<file path="config.mk">
export PLATFORM = sky130hd
export DESIGN_NAME = uart_rx_sequencer
export DESIGN_NICKNAME = d
export VERILOG_FILES = /design/src/rtl/uart_rx_sequencer.sv
export SDC_FILE = /design/constraint.sdc
export NUM_CORES = 1
export LEC_CHECK = 0
export ABC_AREA = 1
export CORE_AREA = 3 3 41 43
export CTS_CLUSTER_DIAMETER = 120
export CTS_CLUSTER_SIZE = 30
export DETAILED_ROUTE_END_ITERATION = 10
export DIE_AREA = 0 0 44 46
export GPL_TIMING_DRIVEN = 0
export PLACE_DENSITY = 0.77
export SYNTH_ARGS = -nofsm -noshare
export SYNTH_HDL_FRONTEND = slang
export SYNTH_SLANG_ARGS = --single-unit
</file>
<file path="constraint.sdc">
create_clock -name clk -period 1.8 [get_ports clk]
set_input_delay 0.45 -clock clk [delete_from_list [all_inputs] [get_ports clk]]
set_output_delay 0.45 -clock clk [all_outputs]
set_load 0.03 [all_outputs]
</file>
<file path="src/rtl/uart_rx_sequencer.sv">
// UART receive sequencer: start detect, oversampled bit timing and SIPO control strobes.
// Optional macro START_GLITCH_REJECT_EN aborts a frame whose start bit is high at mid-start.
module uart_rx_sequencer #(
    parameter int unsigned INPUT_DATA_WIDTH = 8,
    parameter int unsigned CLKS_PER_BIT     = 16
) (
    input  logic clk,
    input  logic reset,
    input  logic serial_in_synced,
    output logic sampling_strobe,
    output logic data_is_available,
    output logic data_is_valid,
    output logic framing_error,
    output logic rx_busy
);

    localparam int unsigned CNT_W = (CLKS_PER_BIT > 1) ? $clog2(CLKS_PER_BIT) : 1;
    localparam int unsigned BIT_W = $clog2(INPUT_DATA_WIDTH + 1);

    localparam logic [CNT_W-1:0] HALF_LAST = CNT_W'(CLKS_PER_BIT / 2 - 1);
    localparam logic [CNT_W-1:0] BIT_LAST  = CNT_W'(CLKS_PER_BIT - 1);
    localparam logic [BIT_W-1:0] DATA_LAST = BIT_W'(INPUT_DATA_WIDTH - 1);

    typedef enum logic [1:0] {
        IDLE  = 2'd0,
        START = 2'd1,
        DATA  = 2'd2,
        STOP  = 2'd3
    } state_t;

    state_t           state;
    state_t           state_nxt;
    logic             line_prev;
    logic [CNT_W-1:0] clk_cnt;
    logic [CNT_W-1:0] clk_cnt_nxt;
    logic [BIT_W-1:0] bit_cnt;
    logic [BIT_W-1:0] bit_cnt_nxt;

    logic start_edge;
    logic half_hit;
    logic bit_wrap;

    logic strobe_nxt;
    logic avail_nxt;
    logic valid_nxt;
    logic ferr_nxt;
    logic busy_nxt;

    assign start_edge = line_prev & ~serial_in_synced;
    assign half_hit   = (clk_cnt == HALF_LAST);
    assign bit_wrap   = (clk_cnt == BIT_LAST);

    // State, counters and previous-line register
    always_ff @(posedge clk or posedge reset) begin
        if (reset) begin
            state     <= IDLE;
            line_prev <= 1'b1;
            clk_cnt   <= '0;
            bit_cnt   <= '0;
        end else begin
            state     <= state_nxt;
            line_prev <= serial_in_synced;
            clk_cnt   <= clk_cnt_nxt;
            bit_cnt   <= bit_cnt_nxt;
        end
    end

    // Next-state and counter update
    always_comb begin
        state_nxt   = state;
        clk_cnt_nxt = clk_cnt + CNT_W'(1);
        bit_cnt_nxt = bit_cnt;
        case (state)
            IDLE: begin
                clk_cnt_nxt = '0;
                if (start_edge) begin
                    state_nxt = START;
                end
            end
            START: begin
                if (half_hit) begin
                    clk_cnt_nxt = '0;
                    bit_cnt_nxt = '0;
`ifdef START_GLITCH_REJECT_EN
                    state_nxt   = serial_in_synced ? IDLE : DATA;
`else
                    state_nxt   = DATA;
`endif
                end
            end
            DATA: begin
                if (bit_wrap) begin
                    clk_cnt_nxt = '0;
                    bit_cnt_nxt = bit_cnt + BIT_W'(1);
                    if (bit_cnt == DATA_LAST) begin
                        state_nxt = STOP;
                    end
                end
            end
            STOP: begin
                if (bit_wrap) begin
                    clk_cnt_nxt = '0;
                    state_nxt   = IDLE;
                end
            end
            default: begin
                clk_cnt_nxt = '0;
                state_nxt   = IDLE;
            end
        endcase
    end

    // Output decode; every output is registered one cycle later
    always_comb begin
        strobe_nxt = 1'b0;
        avail_nxt  = 1'b0;
        valid_nxt  = 1'b0;
        ferr_nxt   = 1'b0;
        busy_nxt   = (state != IDLE);
        case (state)
            DATA: begin
                avail_nxt  = 1'b1;
                strobe_nxt = bit_wrap;
            end
            STOP: begin
                strobe_nxt = bit_wrap;
                valid_nxt  = bit_wrap & serial_in_synced;
                ferr_nxt   = bit_wrap & ~serial_in_synced;
            end
            default: begin
                strobe_nxt = 1'b0;
            end
        endcase
    end

    always_ff @(posedge clk or posedge reset) begin
        if (reset) begin
            sampling_strobe   <= 1'b0;
            data_is_available <= 1'b0;
            data_is_valid     <= 1'b0;
            framing_error     <= 1'b0;
            rx_busy           <= 1'b0;
        end else begin
            sampling_strobe   <= strobe_nxt;
            data_is_available <= avail_nxt;
            data_is_valid     <= valid_nxt;
            framing_error     <= ferr_nxt;
            rx_busy           <= busy_nxt;
        end
    end

endmodule

</file>
# Word-level counts from Yosys, hierarchy flattened
# Cells that the tools add are included.
[word_totals]
ff_bits = 16
elab_cells = 48
[classes]
add_sub_neg = 2
reduce_logical = 6
bitwise = 4
mux = 16
n_eq_ne = 11
[op_table]
columns = ["cell", "count"]
rows = [
  ["4-bit two-way mux", 4],
  ["4-bit case mux with 3 select lines", 1],
  ["2-bit two-way mux", 5],
  ["2-bit != test, second input constant", 5],
  ["4-bit by 1-bit adder with 4-bit output, second input constant", 2],
  ["4-bit by 3-bit == test with 1-bit output, second input constant", 2],
  ["2-bit case mux with 4 select lines", 1],
  ["4-bit case mux with 2 select lines", 1],
  ["5-bit AND reduction", 1],
  ["2-bit == test, second input constant", 2],
  ["4-bit == test, second input constant", 1],
  ["1-bit two-way mux", 4],
  ["2-bit nonzero test", 2],
  ["1-bit bitwise AND", 3],
  ["3-bit AND reduction", 1],
  ["2-bit by 1-bit == test with 1-bit output, second input constant", 1],
  ["2-bit zero test", 1],
  ["2-bit OR reduction", 1],
  ["1-bit inverter", 1],
]

# Logic depth before layout (Yosys ltp)
# Gate-level depths: netlist (run 1).
[logic_depth]
ltp_word = 4
mapped_depth = 10

# Worst setup path before layout (run 1)
# OpenSTA, ideal clock, no wires.
[synth_timing]
path_kind = "register -> register"
from = "register state[0]"
to = "register state[0]"
required_ns = 1.683
stages_incl_launch_ff = 11
arrival_time_ns = 1.152
setup_time_ns = 0.117
setup_slack_ns = 0.532
synth_period_minus_slack_ns = 1.268
cell_sequence = "dfrtp_1 > inv_1 > ha_1 > inv_2 > nand2_1 > nand2_1 > nand2_2 > inv_2 > nand2_2 > nand2_1 > nand2_1"
[synth_between]
elab_chain_cells = 3
[synth_rtl]
columns = ["element", "line_no", "source"]
rows = [
  ["from (decl)", "31", "state_t state;"],
  ["from (signal assigned)", "61", "state <= state_nxt;"],
  ["2-bit == test (tied with other cells)", "73", "case (state)"],
  ["2-bit != test (no source line)", "n/a", ""],
  ["5-bit AND reduction (no source line)", "n/a", ""],
]
# Parallel ways exist; a longest one is shown, timed or not.
# A chain may end at the register's enable or synchronous reset.

# Final worst setup path (run 1)
[layout_timing]
from = "register data_is_available"
to = "output data_is_available"
[layout_lines]
columns = ["element", "line_no", "source"]
rows = [
  ["from (decl)", "11", "output logic data_is_available,"],
  ["from (signal assigned)", "145", "data_is_available <= avail_nxt;"],
]
# No word-level cell between the ends.

==> metrics.md, run 1 <==
| Metric | Value |
|---|---|
| Gp weighted congestion | `0.7311` |
| Clock period minus worst slack | `1736 ps` |
| Critical path capture point | `data_is_available` |
| Core area | `1334 um^2` |
| Post-synth design cell area | `764.5 um^2` |
| Worst endpoint data arrival time | `1290 ps` |
| Count of pins over their slew limit | `0` |
| Number of antenna violations at the first check in global routing | `0` |
| Number of cell rows | `13` |
| Ratio of cells with drive above 1 in the final layout | `13.68%` |
| Sum of internal, switching and leakage power | `1253 uW` |
| Post-synth net total | `93` |
| Post-CTS Repair Setup Buffers | `0` |
| Result of the run | `finished, final reports clean` |
| Leading cell types in the layout, fill and taps excluded | `nand2_1 (21), dfrtp_1 (15), inv_1 (10), clkdlybuf4s50_1 (7)` |
| Starting density of the core | `57.32%` |
| Clk sink count | `16` |
| HPWL Detailed | `965.8 um` |
| Critical path buffer and inverter count | `1` |
| Worst relative slew slack | `59.93%` |
| Maximum number of pins on one net before global-route repair | `17` |
| Total grt overflow | `0` |
| Hold buffers post-CTS | `0` |
| GR met3 Demand/Resource | `3.953%` |
| Diodes inserted | `0` |
| Layout fillers | `103` |
| Number of global-route vias before repair | `571` |
| Power density over cell area | `1409 nW/um^2` |
| Synth top area cells | `dfrtp_1 (49%), nand2_1 (10%), ha_1 (9.8%)` |
| Worst path top cell family by delay | `buffers and inverters` |
| Fraction of post-synthesis cell area in the top cell type by area | `49.10%` |
| TritonCTS clock tree | `built` |
| Vertical die dimension | `46 um` |
| Global-route wire length before repair | `2380 um` |
| Register bit count reported by yosys | `16` |
| Crit-path cells | `clkdlybuf4s50_1` |
| Die Span X | `44 um` |
| Average wire per cell in the routed design | `12.74 um` |
| P&R area growth vs syn | `16.37%` |
| GR Layer Usage met1 | `18.52%` |
| Final critical-path share of the clock period | `96.44%` |
| Total number of vias | `564` |
| IO Port Bufs | `7` |
| RSZ-0062 raised after global routing | `no` |
| Nets | `105` |
| Number of buffers created by CTS | `3` |
| Clock network latency to the later pin of the worst-skew pair | `290 ps` |
| Post-synth top area cell | `dfrtp_1` |
| Met2 GRT Util | `29.94%` |
| CP startpoint | `data_is_available` |
| Class of the most critical hold timing path | `reg -> reg` |
| Reg-to-reg endpoint | `bit_cnt[0]` |
| Total routed wirelength | `1401 um` |
| Largest buffer count on any clock path | `2` |
| Root Driver | `clkbuf_4` |
| Maximum fanout along the worst path | `1` |
| Mean cell area of the mapped netlist | `9.101 um^2` |
| R2r setup slk | `330 ps` |
| Required arrival time at the worst endpoint | `1350 ps` |
| Level count of the clock H-tree | `1` |
| Clock transition at the registers of the reported paths | `100 ps` |
| Depth of the worst register-to-register path | `7` |
| Max Cap Viol | `0` |
| Max stage delay on crit path | `660 ps` |
| Max rail drop VDD | `708.5 uV` |
| Critical path depth | `1` |
| Number of endpoints with negative hold slack in the final report | `0` |
| Number of nets with antenna violations after routing | `0` |
| Most frequent standard cell in the layout excluding fill and tap cells | `nand2_1` |
| Number of gates resized after CTS | `0` |
| Reg2reg start | `state[0]` |
| Critical Path Slowest Stage Cell | `clkdlybuf4s50_1` |
| Boundary Pins | `8` |
| Worst setup path category | `reg -> out` |
| Final core occ | `66.70%` |
| Count of endpoints failing setup in the final report | `0` |
| Die Footprint | `2024 um^2` |
| Total of warnings raised by yosys | `0` |
| Aggregate negative setup slack | `0 ps` |
| Via/cell ratio | `5.127` |
| Global-route usage over all layers | `16.87%` |
| Detailed-routing iteration count for the pre-antenna-repair pass | `2` |
| Distinct cell type count of the synthesized netlist | `18` |
| Critical path launch point type | `flop` |
| Number of cells produced by synthesis | `84` |
| Sequential element share of the synthesized area | `52.54%` |
| Worst setup skew after layout | `0.8698 ps` |
| DRC violation count after routing | `0` |
| Critical Path End Type | `primary output` |
| Detailed router's first-iteration violation count | `4` |
| Achievable Freq | `576.1 MHz` |
| Most Crowded Layer GR | `met2` |
| Least-Margin Pin Slew | `600.4 ps` |
| Leakage component of the power | `0.0004515 uW` |
## stage by stage
| step | area, um^2 | hold WS [ps] | cells | worst slack, ps |
|---|---|---|---|---|
| after floorplan | 764.5 | 363.0 | 84 | 531.8 |
| after global placement | 853.3 | 449.2 | 106 | 287.1 |
| after detailed placement | 853.3 | 454.6 | 106 | 248.0 |
| after CTS | 889.6 | 468.6 | 110 | 57.34 |
| after global routing | 889.6 | 507.1 | 110 | 20.86 |
| final | 889.6 | 466.6 | 110 | 64.12 |
## where the power goes
part	internal, uW	switching (uW)	total, uW
registers	427	48.7	475
clock network	123	120	243
logic	179	356	535
total	729	525	1250
## per-layer routing
layer | routed length [um] | vias up
li1 | - | 290
met1 | 639 | 258
met2 | 669 | 11
met3 | 58 | 5
met4 | 34 | 0
met5 | 0 | -
## sequential cells by signal (all words and copies together), names as in the netlist
register           cells
framing_error          1
data_is_valid          1
data_is_available      1
clk_cnt                4
rx_busy                1
state                  2
line_prev              1
bit_cnt                4
sampling_strobe        1
## cell usage after synthesis
master and number:
or2_2 1, inv_1 10, o21ai_0 1, nor3_1 3, nand3_2 2, dfstp_2 1
xor2_1 2, nand3_1 6, nand2_2 2, inv_2 2, nor2_1 4, nor2_2 1
nand4_1 1, ha_1 6, nand2_1 21, a21oi_1 2, dfrtp_1 15, o21ai_1 4
## area by class of cell
type | count | area [um^2] | area share, %
multi-input combinational | 56 | 317.8 | 35.72
inverter | 12 | 45.04 | 5.063
timing repair buffer | 7 | 70.07 | 7.876
clock buffer | 4 | 36.28 | 4.079
tap | 15 | 18.77 | 2.110
sequential | 16 | 401.6 | 45.15
## kinds of logic (layout without fill, tap and decap cells)
kind of cell | Yosys count | after routing | synth area share [%]
XOR/XNOR | 2 | 2 | 2.292
buffers and inverters | 12 | 23 | 5.893
AND/OR/NAND/NOR | 41 | 41 | 24.88
adder cells (fa/ha/maj) | 6 | 6 | 9.820
AO/OA/AOI/OAI | 7 | 7 | 4.582
flip-flops | 16 | 16 | 52.54
## worst min-delay path by stage
stage	from	to	slack [ps]	cells past startpoint
floorplan	reset	bit_cnt[0]	360	1
global placement	clk_cnt[0]	clk_cnt[0]	450	1
detailed placement	clk_cnt[0]	clk_cnt[0]	450	1
CTS	clk_cnt[0]	clk_cnt[0]	470	1
global route	clk_cnt[0]	clk_cnt[0]	510	1
finish	clk_cnt[0]	clk_cnt[0]	470	1
(Power assumes the default switching activity.)
==> inputs of run 2 (changes only) <==
--- a/config.mk
+++ b/config.mk
@@ -6,13 +6,13 @@
 export NUM_CORES = 1
 export LEC_CHECK = 0
 export ABC_AREA = 1
-export CORE_AREA = 3 3 41 43
+export CORE_AREA = 3 3 60 62
 export CTS_CLUSTER_DIAMETER = 120
 export CTS_CLUSTER_SIZE = 30
 export DETAILED_ROUTE_END_ITERATION = 10
-export DIE_AREA = 0 0 44 46
+export DIE_AREA = 0 0 63 65
 export GPL_TIMING_DRIVEN = 0
-export PLACE_DENSITY = 0.77
+export PLACE_DENSITY = 0.43
 export SYNTH_ARGS = -nofsm -noshare
 export SYNTH_HDL_FRONTEND = slang
 export SYNTH_SLANG_ARGS = --single-unit
==> metrics.md, run 2 (synthesis results as in run 1) <==
| Metric | Value |
|---|---|
| TritonCTS clock tree | `built` |
| Post-CTS Repair Setup Buffers | `0 (unchanged)` |
| Result of the run | `finished, final reports clean` |
| Number of buffers created by CTS | `3 (unchanged)` |
| Core area | `3078 um^2 (+130%)` |
| Detailed router's first-iteration violation count | `9 (+5)` |
| Count of endpoints failing setup in the final report | `0 (unchanged)` |
| Gp weighted congestion | `0.7172 (-1.9%)` |
| Worst setup skew after layout | `8.717 ps (+7.847 ps)` |
| HPWL Detailed | `1079 um (+12%)` |
| Critical Path End Type | `primary output` |
| Max stage delay on crit path | `660 ps (about the same)` |
| Worst relative slew slack | `57.85% (-2.1 points)` |
| Largest buffer count on any clock path | `2 (unchanged)` |
| Global-route usage over all layers | `8.136% (-8.7 points)` |
| Nets | `105 (unchanged)` |
| Max Cap Viol | `0 (unchanged)` |
| Crit-path cells | `clkdlybuf4s50_1` |
| RSZ-0062 raised after global routing | `no` |
| Hold Path Stages | `1 (unchanged)` |
| Number of cell rows | `20 (+7)` |
| Leading cell types in the layout, fill and taps excluded | `nand2_1 (21), dfrtp_1 (15), inv_1 (10), nand3_1 (6), ha_1 (6)` |
| Final core occ | `30.24% (-36 points)` |
| CP startpoint | `data_is_available` |
| Die Footprint | `4095 um^2 (+100%)` |
| Depth of the worst register-to-register path | `7 (unchanged)` |
| Total number of vias | `534 (-5.3%)` |
| IO Port Bufs | `7 (unchanged)` |
| Reg-to-reg endpoint | `bit_cnt[3]` |
| Diodes inserted | `0 (unchanged)` |
| Power density over cell area | `1347 nW/um^2 (-4.4%)` |
| Critical Path Slowest Stage Cell | `clkdlybuf4s50_1` |
| Worst path top cell family by delay | `buffers and inverters` |
| Root Driver | `clkbuf_4` |
| Global-route wire length before repair | `2587 um (+8.7%)` |
| Least-Margin Pin Slew | `631.6 ps (+31.25 ps)` |
| Required arrival time at the worst endpoint | `1350 ps (about the same)` |
| Reg2reg start | `state[0]` |
| Clock network latency to the later pin of the worst-skew pair | `300 ps (about the same)` |
| Level count of the clock H-tree | `1 (unchanged)` |
| Critical path buffer and inverter count | `1 (unchanged)` |
| Number of gates resized after CTS | `0 (unchanged)` |
| Detailed-routing iteration count for the pre-antenna-repair pass | `4 (+2)` |
| Hold buffers post-CTS | `0 (unchanged)` |
| Total grt overflow | `0 (unchanged)` |
| Average wire per cell in the routed design | `10.22 um (-20%)` |
| Class of the most critical hold timing path | `reg -> reg` |
| Maximum number of pins on one net before global-route repair | `17 (unchanged)` |
| Largest registers | `bit_cnt x4, clk_cnt x4, state x2` |
| Clock transition at the registers of the reported paths | `90 ps (about the same)` |
| Clock period minus worst slack | `1729 ps (-6.458 ps)` |
| DRC violation count after routing | `0 (unchanged)` |
| Count of pins over their slew limit | `0 (unchanged)` |
| Ratio of cells with drive above 1 in the final layout | `13.68% (unchanged)` |
| Worst setup path category | `reg -> out` |
| Vertical die dimension | `65 um (+41%)` |
| Aggregate negative setup slack | `0 ps (unchanged)` |
| Number of global-route vias before repair | `568 (-0.53%)` |
| Number of antenna violations at the first check in global routing | `0 (unchanged)` |
| Worst endpoint data arrival time | `1280 ps (about the same)` |
| Max rail drop VDD | `656.6 uV (-7.3%)` |
| Starting density of the core | `24.84% (-32 points)` |
| Hold path startpoint | `clk_cnt[0]` |
| Maximum fanout along the worst path | `1 (unchanged)` |
| Capture endpoint of the worst hold path | `clk_cnt[0]` |
| Boundary Pins | `8 (unchanged)` |
| Clk sink count | `16 (unchanged)` |
| R2r setup slk | `320 ps (about the same)` |
| Total routed wirelength | `1421 um (+1.4%)` |
| Final critical-path share of the clock period | `96.08% (-0.36 points)` |
| Hold WS | `463.3 ps (-3.240 ps)` |
| P&R area growth vs syn | `21.77%` |
| Via/cell ratio | `3.842 (-25%)` |
| Number of nets with antenna violations after routing | `0 (unchanged)` |
| Most frequent standard cell in the layout excluding fill and tap cells | `nand2_1` |
| Critical path launch point type | `flop` |
| Leakage component of the power | `0.0004890 uW (+8.3%)` |
| Achievable Freq | `578.2 MHz (+0.37%)` |
| Die Span X | `63 um (+43%)` |
| Number of endpoints with negative hold slack in the final report | `0 (unchanged)` |
-- run 2: report_power, final --
part           leakage (uW)  internal (uW)  switching (uW)  total [uW]
sequential         0.000212            427            42.5         469
clock             0.0000210            123             127         250
combinational      0.000256            179             355         534
-- run 2: area by class of cell --
cell class	instances	area (um^2)
clock buffers	4	36.28
fillers	332	2147
inverters	12	45.04
multi-input cells	56	317.8
flip-flops and latches	16	401.6
well taps	44	55.05
repair buffers	7	75.07
-- run 2: worst max path at each step --
stage	end	slack [ps]	cells past startpoint
after global placement	state[1]	280	6
after detailed placement	state[1]	280	7
after floorplan	state[0]	530	10
final	data_is_available	70	1
after CTS	sampling_strobe	40	1
after global routing	data_is_valid	7	1
-- run 2: metal layers --
layer	up-vias	GRT usage [%]	part of all wire, %
met4	0	0.8264	0
li1	287	-	-
met1	238	10.29	52
met3	0	3.986	4.9
met5	-	0	0
met2	9	12.91	43
-- run 2: through the flow --
step / cells / cell area (um^2) / setup slack (ps) / power, uW
finish: 139 / 930.9 / 70.58 / 1254
global route: 139 / 930.9 / 7.178 / 1386
CTS: 139 / 925.9 / 35.19 / 1273
detailed placement: 135 / 889.6 / 275.8 / 1019
global placement: 135 / 889.6 / 276.0 / 1010
floorplan: 84 / 764.5 / 531.8 / 871.5
==> inputs of run 3 (changes only) <==
--- a/config.mk
+++ b/config.mk
@@ -6,12 +6,12 @@
 export NUM_CORES = 1
 export LEC_CHECK = 0
 export ABC_AREA = 1
+export ABC_CLOCK_PERIOD_IN_PS = 2100
 export CORE_AREA = 3 3 60 62
 export CTS_CLUSTER_DIAMETER = 120
 export CTS_CLUSTER_SIZE = 30
 export DETAILED_ROUTE_END_ITERATION = 10
 export DIE_AREA = 0 0 63 65
-export GPL_TIMING_DRIVEN = 0
 export PLACE_DENSITY = 0.43
 export SYNTH_ARGS = -nofsm -noshare
 export SYNTH_HDL_FRONTEND = slang
==> constraint.sdc (replaced) <==
create_clock -name clk -period 2.1 [get_ports clk]
set_input_delay 0.525 -clock clk [delete_from_list [all_inputs] [get_ports clk]]
set_output_delay 0.525 -clock clk [all_outputs]
set_load 0.03 [all_outputs]
==> metrics.md, run 3 (synthesis results as in run 1) <==
| Metric | Value |
|---|---|
| Result of the run | `finished, final reports clean` |
| Total routed wirelength | `1365 um (-3.9%)` |
| Reg2reg start | `state[0]` |
| Clock network latency to the later pin of the worst-skew pair | `290 ps (about the same)` |
| IO Port Bufs | `7 (unchanged)` |
| Diodes inserted | `0 (unchanged)` |
| Hold WS | `463.9 ps (+0.5620 ps)` |
| Post-route cell area | `925.9 um^2 (-0.54%)` |
| Count of pins over their slew limit | `0 (unchanged)` |
| Via/cell ratio | `3.835 (-0.19%)` |
| Class of the most critical hold timing path | `reg -> reg` |
| Achievable Freq | `552.4 MHz` |
| Power density over cell area | `1149 nW/um^2 (-15%)` |
| Level count of the clock H-tree | `1 (unchanged)` |
| Total number of vias | `533 (-0.19%)` |
| Reg-to-reg endpoint | `clk_cnt[2]` |
| Number of endpoints with negative hold slack in the final report | `0 (unchanged)` |
| Number of buffers created by CTS | `3 (unchanged)` |
| Clock transition at the registers of the reported paths | `100 ps (about the same)` |
| Detailed router's first-iteration violation count | `27 (+18)` |
| Clock period minus worst slack | `1810 ps` |
| Cell area after placement | `889.6 um^2 (unchanged)` |
| Clk sink count | `16 (unchanged)` |
| P&R area growth vs syn | `21.11%` |
| Final core occ | `30.08% (-0.16 points)` |
| Number of nets with antenna violations after routing | `0 (unchanged)` |
| Critical path buffer and inverter count | `1 (unchanged)` |
| Most frequent standard cell in the layout excluding fill and tap cells | `nand2_1` |
| Worst endpoint data arrival time | `1290 ps (about the same)` |
| Final Non-Filler Cells | `139 (unchanged)` |
| Global-route wire length before repair | `2532 um (-2.1%)` |
| Number of antenna violations at the first check in global routing | `0 (unchanged)` |
| RSZ-0062 raised after global routing | `no` |
| Core area | `3078 um^2 (unchanged)` |
| Average wire per cell in the routed design | `9.820 um (-3.9%)` |
| Detailed-routing iteration count for the pre-antenna-repair pass | `4 (unchanged)` |
| Number of cell rows | `20 (unchanged)` |
| Die Span X | `63 um (unchanged)` |
| Capture endpoint of the worst hold path | `clk_cnt[0]` |
| Worst setup skew after layout | `7.936 ps (-0.7807 ps)` |
| Leading cell types in the layout, fill and taps excluded | `nand2_1 (21), dfrtp_1 (15), inv_1 (10), clkdlybuf4s50_1 (7)` |
| Nets | `105 (unchanged)` |
| DRC violation count after routing | `0 (unchanged)` |
| Worst setup path category | `reg -> out` |
| TritonCTS clock tree | `built` |
| Boundary Pins | `8 (unchanged)` |
| Hold Path Stages | `1 (unchanged)` |
| Maximum fanout along the worst path | `1 (unchanged)` |
| Flip-flop and latch area | `401.6 um^2 (unchanged)` |
| Root Driver | `clkbuf_4` |
| Max stage delay on crit path | `660 ps (about the same)` |
| Post-placement cell count | `135 (unchanged)` |
| Total grt overflow | `0 (unchanged)` |
| Vertical die dimension | `65 um (unchanged)` |
| Global-route usage over all layers | `7.954% (-0.18 points)` |
| Critical Path Slowest Stage Cell | `clkdlybuf4s50_1` |
| Worst relative slew slack | `58.70% (+0.85 points)` |
| Critical Path End Type | `primary output` |
| Layout fillers | `341 (+2.7%)` |
| Leakage component of the power | `0.0004515 uW (-7.7%)` |
| Starting density of the core | `24.84% (unchanged)` |
| Post-CTS Repair Setup Buffers | `0 (unchanged)` |
| Count of endpoints failing setup in the final report | `0 (unchanged)` |
| Ratio of cells with drive above 1 in the final layout | `13.68% (unchanged)` |
| Number of global-route vias before repair | `543 (-4.4%)` |
| Aggregate negative setup slack | `0 ps (unchanged)` |
| Hold buffers post-CTS | `0 (unchanged)` |
| Hold path startpoint | `clk_cnt[0]` |
| Required arrival time at the worst endpoint | `1570 ps (+220 ps)` |
| Gp weighted congestion | `0.7448 (+3.8%)` |
| Worst path top cell family by delay | `buffers and inverters` |
| Number of gates resized after CTS | `0 (unchanged)` |
| Crit-path cells | `clkdlybuf4s50_1` |
| Max Cap Viol | `0 (unchanged)` |
| Critical path launch point type | `flop` |
| Multi-input combinational cell area | `317.8 um^2 (unchanged)` |
| Maximum number of pins on one net before global-route repair | `17 (unchanged)` |
| Final critical-path share of the clock period | `86.20%` |
| Max rail drop VDD | `518.7 uV (-21%)` |
| Largest registers | `bit_cnt x4, clk_cnt x4, state x2` |
| Least-Margin Pin Slew | `618.9 ps (-12.76 ps)` |
| Depth of the worst register-to-register path | `6 (-1)` |
| Largest buffer count on any clock path | `2 (unchanged)` |
| R2r setup slk | `610 ps (+290 ps)` |
| Die Footprint | `4095 um^2 (unchanged)` |
| HPWL Detailed | `1034 um (-4.2%)` |
==> run 3: cell types whose count changed in the layout (fill, tap and decap cells not counted) <==
cell and delta:
clkdlybuf4s50_1 +2, dlymetal6s2s_1 -2
==> run 3: report_power, final <==
part	switching, uW	total, uW	internal, uW
clock network	99.2	205	106
logic	301	456	154
registers	38.0	404	366
total	439	1060	626
==> run 3: how the worst max path moves through the flow <==
stage / startpoint / endpoint / slack [ps] / depth (start not counted)
detailed placement: serial_in_synced / state[0] / 540 / 7
global placement: serial_in_synced / state[1] / 550 / 6
finish: data_is_available / data_is_available / 290 / 1
floorplan: state[0] / state[0] / 830 / 10
CTS: data_is_available / data_is_available / 270 / 1
global route: data_is_available / data_is_available / 220 / 1
==> run 3: layer usage <==
layer / track usage (%) / wire [um] / vias to the layer above
met3: 3.293 / 82 / 0
met1: 11.27 / 695 / 233
met5: 0 / 0 / -
met4: 0.8264 / 0 / 0
met2: 11.59 / 587 / 11
li1: - / - / 289
==> run 3: through the flow <==
stage	setup WS, ps	total power, uW
2_1_floorplan	831.8	747.0
3_3_place_gp	552.1	864.7
3_5_place_dp	536.1	868.1
4_1_cts	269.2	1082
5_1_grt	222.1	1182
6_report	289.8	1064
==> run 3: cell type report <==
type	count	share of cell area, %
flip-flops and latches	16	43.38
multi-input cells	56	34.32
repair buffers	7	7.568
well taps	44	5.946
inverters	12	4.865
clock buffers	4	3.919
